$ cat config.mk
export PLATFORM = sky130hd
export DESIGN_NAME = iilc_rr_arbiter
export DESIGN_NICKNAME = d
export VERILOG_FILES = /design/src/rtl/iilc_pkg.sv /design/src/rtl/iilc_rr_pick.sv /design/src/rtl/iilc_rr_arbiter.sv
export SDC_FILE = /design/constraint.sdc
export NUM_CORES = 1
export LEC_CHECK = 0
export ABC_CLOCK_PERIOD_IN_PS = 3900
export BUFFER_PORTS_ARGS = -buffer_cell sky130_fd_sc_hd__buf_2
export CAP_MARGIN = 20
export CELL_PAD_IN_SITES_DETAIL_PLACEMENT = 0
export CELL_PAD_IN_SITES_GLOBAL_PLACEMENT = 1
export CORE_AREA = 2 2 220 222
export CTS_BUF_LIST = sky130_fd_sc_hd__clkbuf_4 sky130_fd_sc_hd__clkbuf_8
export DETAILED_ROUTE_END_ITERATION = 7
export DIE_AREA = 0 0 222 224
export PLACE_DENSITY_LB_ADDON = 0.1
export SYNTH_ARGS = -nofsm -noshare
export SYNTH_HDL_FRONTEND = slang
export SYNTH_SLANG_ARGS = --single-unit
$ cat constraint.sdc
create_clock -name clk -period 3.9 [get_ports clk]
set_input_delay 0.195 -clock clk [delete_from_list [all_inputs] [get_ports clk]]
set_output_delay 0.195 -clock clk [all_outputs]
set_load 0.03 [all_outputs]
$ cat src/rtl/iilc_pkg.sv
// Shared definitions for the iter_integer_linear_calc round-robin arbiter:
// FSM encoding, default datapath width and the index-width helper.
package iilc_pkg;

    localparam int IILC_W = 32;

    typedef enum logic [1:0] {
        ST_IDLE = 2'd0,
        ST_RST  = 2'd1,
        ST_WAIT = 2'd2,
        ST_RESP = 2'd3
    } iilc_state_e;

    // Index width that never collapses to zero bits for tiny counts.
    function automatic int idx_w(input int n);
        return (n > 2) ? $clog2(n) : 1;
    endfunction

endpackage

$ cat src/rtl/iilc_rr_pick.sv
// Combinational rotating-priority encoder: one-hot grant to the first
// asserted request at or after ptr (modulo NREQ), plus a found flag.
module iilc_rr_pick
    import iilc_pkg::*;
#(
    parameter int NREQ = 4,
    parameter int IW   = idx_w(NREQ)
) (
    input  logic [NREQ-1:0] req,
    input  logic [IW-1:0]   ptr,
    output logic [NREQ-1:0] gnt,
    output logic            found
);

    logic [IW-1:0] idx;

    // Walk from the farthest offset back to the pointer so the closest hit wins.
    always_comb begin
        gnt   = '0;
        found = 1'b0;
        idx   = '0;
        for (int k = NREQ - 1; k >= 0; k--) begin
            idx = IW'((int'(ptr) + k) % NREQ);
            if (req[idx]) begin
                gnt      = '0;
                gnt[idx] = 1'b1;
                found    = 1'b1;
            end
        end
    end

endmodule

$ cat src/rtl/iilc_rr_arbiter.sv
// Round-robin scheduler sharing one iterative y = m*x + b calculator among NREQ clients.
// Optional watchdog compiled in with `define IILC_ARB_TIMEOUT_EN.
//
// state   | meaning
// --------+------------------------------------------------------------
// IDLE    | calculator released; accept the next requester by pointer
// RST     | calc_rst held high for RST_CYC cycles with operands latched
// WAIT    | wait for calc_valid (ignored in the first cycle)
// RESP    | one-cycle rsp_valid to the grantee; pointer advances
module iilc_rr_arbiter
    import iilc_pkg::*;
#(
    parameter int NREQ       = 4,
    parameter int W          = IILC_W,
    parameter int RST_CYC    = 2,
    parameter int TMO_CYCLES = 1024
) (
    input  logic                      clk,
    input  logic                      rst,
    input  logic [NREQ-1:0]           req_valid,
    input  logic [NREQ*W-1:0]         req_m,
    input  logic [NREQ*W-1:0]         req_x,
    input  logic [NREQ*W-1:0]         req_b,
    output logic [NREQ-1:0]           req_ready,
    output logic [NREQ-1:0]           rsp_valid,
    output logic [W-1:0]              rsp_y,
    output logic                      rsp_err,
    output logic                      busy,
    output logic [idx_w(NREQ)-1:0]    grant_id,
    output logic                      calc_rst,
    output logic [W-1:0]              calc_m,
    output logic [W-1:0]              calc_x,
    output logic [W-1:0]              calc_b,
    input  logic [W-1:0]              calc_y,
    input  logic                      calc_valid
);

    localparam int IW = idx_w(NREQ);
    localparam int RW = idx_w(RST_CYC + 1);

    if (NREQ < 2 || NREQ > 8 || RST_CYC < 1 || TMO_CYCLES < 1) begin : g_bad_param
        $error("iilc_rr_arbiter: parameter out of range");
    end

    iilc_state_e      state_q, state_d;
    logic [IW-1:0]    ptr_q;
    logic [RW-1:0]    rst_cnt_q;
    logic             wait_armed_q;
    logic [NREQ-1:0]  pick_gnt;
    logic             pick_found;
    logic [IW-1:0]    pick_idx;
    logic             take;
    logic             done_ok;
    logic             done_tmo;

    iilc_rr_pick #(.NREQ(NREQ), .IW(IW)) u_pick (
        .req   (req_valid),
        .ptr   (ptr_q),
        .gnt   (pick_gnt),
        .found (pick_found)
    );

    always_comb begin
        pick_idx = '0;
        for (int i = 0; i < NREQ; i++) begin
            if (pick_gnt[i]) pick_idx = IW'(i);
        end
    end

`ifdef IILC_ARB_TIMEOUT_EN
    localparam int TW = $clog2(TMO_CYCLES + 1);
    logic [TW-1:0] tmo_cnt_q;
    logic          rsp_err_q;
`endif

    always_comb begin
        state_d  = state_q;
        take     = 1'b0;
        done_ok  = 1'b0;
        done_tmo = 1'b0;
        case (state_q)
            ST_IDLE: begin
                if (pick_found) begin
                    take    = 1'b1;
                    state_d = ST_RST;
                end
            end
            ST_RST: begin
                if (rst_cnt_q == '0) state_d = ST_WAIT;
            end
            ST_WAIT: begin
                if (wait_armed_q && calc_valid) begin
                    done_ok = 1'b1;
                    state_d = ST_RESP;
                end
`ifdef IILC_ARB_TIMEOUT_EN
                else if (tmo_cnt_q == TW'(TMO_CYCLES)) begin
                    done_tmo = 1'b1;
                    state_d  = ST_RESP;
                end
`endif
            end
            ST_RESP: state_d = ST_IDLE;
            default: state_d = ST_IDLE;
        endcase
    end

    always_ff @(posedge clk or posedge rst) begin
        if (rst) begin
            state_q      <= ST_IDLE;
            ptr_q        <= '0;
            rst_cnt_q    <= '0;
            wait_armed_q <= 1'b0;
            grant_id     <= '0;
            calc_rst     <= 1'b1;
            calc_m       <= '0;
            calc_x       <= '0;
            calc_b       <= '0;
            rsp_y        <= '0;
        end else begin
            state_q      <= state_d;
            calc_rst     <= (state_d == ST_RST);
            wait_armed_q <= (state_q == ST_WAIT);
            if (take) begin
                grant_id  <= pick_idx;
                calc_m    <= req_m[int'(pick_idx)*W +: W];
                calc_x    <= req_x[int'(pick_idx)*W +: W];
                calc_b    <= req_b[int'(pick_idx)*W +: W];
                rst_cnt_q <= RW'(RST_CYC - 1);
            end else if (state_q == ST_RST && rst_cnt_q != '0) begin
                rst_cnt_q <= rst_cnt_q - 1'b1;
            end
            if (done_ok) begin
                rsp_y <= calc_y;
            end else if (done_tmo) begin
                rsp_y <= '0;
            end
            if (state_q == ST_RESP) begin
                ptr_q <= (grant_id == IW'(NREQ - 1)) ? '0 : grant_id + 1'b1;
            end
        end
    end

`ifdef IILC_ARB_TIMEOUT_EN
    // Counter reads 0 in the first WAIT cycle, so the timeout lands TMO_CYCLES+1 cycles after entry.
    always_ff @(posedge clk or posedge rst) begin
        if (rst) begin
            tmo_cnt_q <= '0;
            rsp_err_q <= 1'b0;
        end else begin
            if (state_q != ST_WAIT && state_d == ST_WAIT) begin
                tmo_cnt_q <= '0;
            end else if (state_q == ST_WAIT && tmo_cnt_q != TW'(TMO_CYCLES)) begin
                tmo_cnt_q <= tmo_cnt_q + 1'b1;
            end
            if (done_ok) begin
                rsp_err_q <= 1'b0;
            end else if (done_tmo) begin
                rsp_err_q <= 1'b1;
            end
        end
    end
    assign rsp_err = rsp_err_q;
`else
    assign rsp_err = 1'b0;
`endif

    assign busy      = (state_q != ST_IDLE);
    assign req_ready = (state_q == ST_IDLE && !rst) ? pick_gnt : '0;

    always_comb begin
        rsp_valid = '0;
        if (state_q == ST_RESP) rsp_valid[grant_id] = 1'b1;
    end

endmodule

==> results.json <==
{
  "status": "finished, final reports clean",
  "drv_slew": 0,
  "synth_ff_type": "dfrtp_1",
  "nets": 2413,
  "cts.sinks": 138,
  "synth_edf_count": 0,
  "row_count": 80,
  "cts_made_buffers": 17,
  "pre_cts_ws_ns": 0.388,
  "grt_overflow": 0,
  "path_clk_slew_ns": 0.10,
  "worstHoldStart": "req_x[60]",
  "port_buffers": 562,
  "hold_path_class": "input pin to flop",
  "syn_inst": 1264,
  "area_growth_pct": 64.1,
  "synth-warning-count": 0,
  "worst_slew_pin_slew_ns": 0.895,
  "final-setup-viol-count": 0,
  "critPathKind": "flop to flop",
  "slew_headroom": 0.403,
  "ff2ff_path_depth": 10,
  "synth_simple_gate_area_frac": 0.184,
  "hold_end": "calc_x[28]",
  "slowest_stage": "dlygate4sd3_1",
  "cts_tree": "built",
  "initial_core_util": 0.206,
  "ant_nets": 0,
  "drtIter0Drc": 803,
  "p_per_area_mw_per_mm2": 976,
  "synth_top_area_cell": "dfrtp_1",
  "fin_crit_ns": 3.71,
  "timing.final.ws_setup_ns": 0.192,
  "vias": 13101,
  "max_cap_viol_count": 0,
  "grt_pass1_vias": 13517,
  "fin_hold_ws_ns": 0.0675,
  "crit_required_ns": 4.35,
  "dp.cells": 2339,
  "holdPathStages": 5,
  "ios": 564,
  "synth.area.top_cells": "dfrtp_1 35%, a32o_1 9.9%, nand2_1 7.9%",
  "die_w_um": 222,
  "fmax_mhz": 270,
  "ys_types": 43,
  "ys_ff_latch": 138,
  "grt_pass1_wl_um": 85400,
  "reg2reg_setup_slack_ns": 0.19,
  "fin_tns_setup_ns": 0,
  "synth_top_area_frac": 0.352,
  "multiInputGateArea_mm2": 0.00573,
  "synth-adder-area-share": 0.0141,
  "final.fill_count": 5180,
  "synth_async_sr_flop_share": 1.00,
  "insertion_delay_ns": 0.58,
  "viasPerCell": 4.99,
  "routedWlPerCell_um": 22.1,
  "htree_num_levels": 4,
  "die_h_um": 224,
  "hpwl_um": 38200,
  "rsz0062_at_grt": "false",
  "globalplace.congestion": 0.805,
  "yosysSeqAreaShare": 0.354,
  "drive_above_1_share": 0.343,
  "reg2reg_to": "calc_m[26]",
  "synth_top_family_by_area": "compound AO/OA/AOI/OAI gates",
  "finalCritPeriodShare": 0.951,
  "grt_use_total": 0.226,
  "antenna_found_initial": 26,
  "reg2reg_from": "ptr_q[1]",
  "final_area_mm2": 0.0160,
  "finalHoldViolCount": 0,
  "peakVddDrop_uv": 797,
  "crit_fanout": 62,
  "regArea_mm2": 0.00346,
  "coreArea_mm2": 0.0473,
  "p_leak_uw": 0.00721,
  "synth_mux_area_frac": 0.0528,
  "die-area_mm2": 0.0497,
  "final.setup_skew_ns": 0.0223,
  "syn-num-nets": 1698,
  "drc_errors": 0,
  "place_area_mm2": 0.0132,
  "endpoint_kind": "flop",
  "cp.arrival_ns": 4.16,
  "cp_cell_sequence": "inv_1 > ha_1 > mux2i_1 > o22ai_1 > a211o_4 > buf_12 > a32o_1 > o21ai_0 > a31oi_1 > dlygate4sd3_1",
  "synth_compound_area_frac": 0.328,
  "grt_max_degree": 98,
  "routed_wl_um": 58100,
  "startpoint_type": "flop",
  "cts-root-buf": "clkbuf_8",
  "synth_xor_xnor_area_share": 0.000899,
  "avgSynthCellArea_um2": 7.71,
  "firstDrtPassIters": 5,
  "syn-cell-area_mm2": 0.00975,
  "max_stage_delay_ns": 0.56,
  "cts_buffer_depth": 2,
  "final_cells": 2623
}
cells in the final DEF, fill, tap and decap left out, drive strengths merged, types with 3 or more instances in the layout:
cell type	instances
buf	596
dlygate4sd3	231
nand2	205
o21ai	193
dfrtp	137
nor2	101
a21oi	101
nand3	98
a31oi	97
a32o	96
mux2	35
clkbuf	19
diode	16
inv	16
ha	11
and3	7
mux4	4
nand2b	4
clkinvlp	4
mux2i	3
nor3b	3
a211oi	3
a21o	3
repair_timing:
item                       CTS  global route
hold buffers               231             0
pin swaps                    0             2
resized for setup            1             3
setup endpoints to repair    1            47
cloned                       0             1
hold endpoints to repair   207             0
setup buffers                0             4
flip-flops by register name, summed over array words and instances, names as in the netlist:
name and flops:
calc_m 32, calc_rst 1, grant_id 2, state_q 2, rsp_y 32, ptr_q 2, calc_b 32, wait_armed_q 1
calc_x 32, rst_cnt_q 2
cells in the mapped netlist, drive strengths merged, types with 4 or more instances:
master  count
inv        10
buf        33
o21ai     193
nor2      101
dfrtp     137
a32o       96
mux2       35
ha         11
a31oi      97
a21oi     101
nand2     205
and3        7
mux4        4
clkbuf     99
nand2b      4
nand3      98
worst max-delay path, delay by kind of cell (launching register included):
| kind | cells | cell delay (ns) |
|---|---|---|
| multiplexers | 1 | 0.36 |
| AO/OA/AOI/OAI | 5 | 1.38 |
| buffers and inverters | 3 | 0.90 |
| adder cells (fa/ha/maj) | 1 | 0.39 |
| flip-flops | 1 | 0.48 |
layout make-up:
cell class / instances / area share
clock inverters: 13 / 0.00829
diodes: 16 / 0.00250
inverters: 10 / 0.00266
well taps: 615 / 0.0481
repair buffers: 827 / 0.348
flip-flops and latches: 138 / 0.216
multi-input cells: 985 / 0.359
clock buffers: 19 / 0.0160
metal layers:
metal	part of all wire	vias to the layer above	track usage
li1	-	6098	-
met1	0.42	6390	0.278
met2	0.49	495	0.380
met3	0.063	100	0.0585
met4	0.024	18	0.0865
met5	0.0022	-	0
stage by stage:
step / utilization / total power, uW
after floorplan: - / 9710
after global placement: 0.278 / 13400
after detailed placement: 0.279 / 13500
after CTS: 0.336 / 15700
after global routing: 0.338 / 16800
final: 0.338 / 15600
report_power, final:
part | internal, uW | switching [uW]
combinational | 4140 | 7550
clock | 542 | 765
sequential | 2200 | 417
logic make-up after synthesis:
logic type,Yosys count
adders and majority gates,11
AOI/OAI and AO/OA,503
other,1
DFF,138
and+or+nand+nor,426
buffers and inverters,142
muxes,42
xor gates and xnor gates,1
worst max path at each step:
| stage | from | end | slack (ns) | depth (start not counted) |
|---|---|---|---|---|
| after CTS | ptr_q[1] | calc_b[11] | 0.02 | 10 |
| final | ptr_q[1] | calc_m[26] | 0.19 | 10 |
| after floorplan | rst | calc_b[0] | 0.01 | 1 |
| after global placement | ptr_q[1] | calc_m[23] | 0.45 | 9 |
| after global routing | ptr_q[1] | calc_b[22] | 0.005 | 10 |
| after detailed placement | ptr_q[1] | calc_m[23] | 0.39 | 9 |
(Power assumes the default switching activity.)
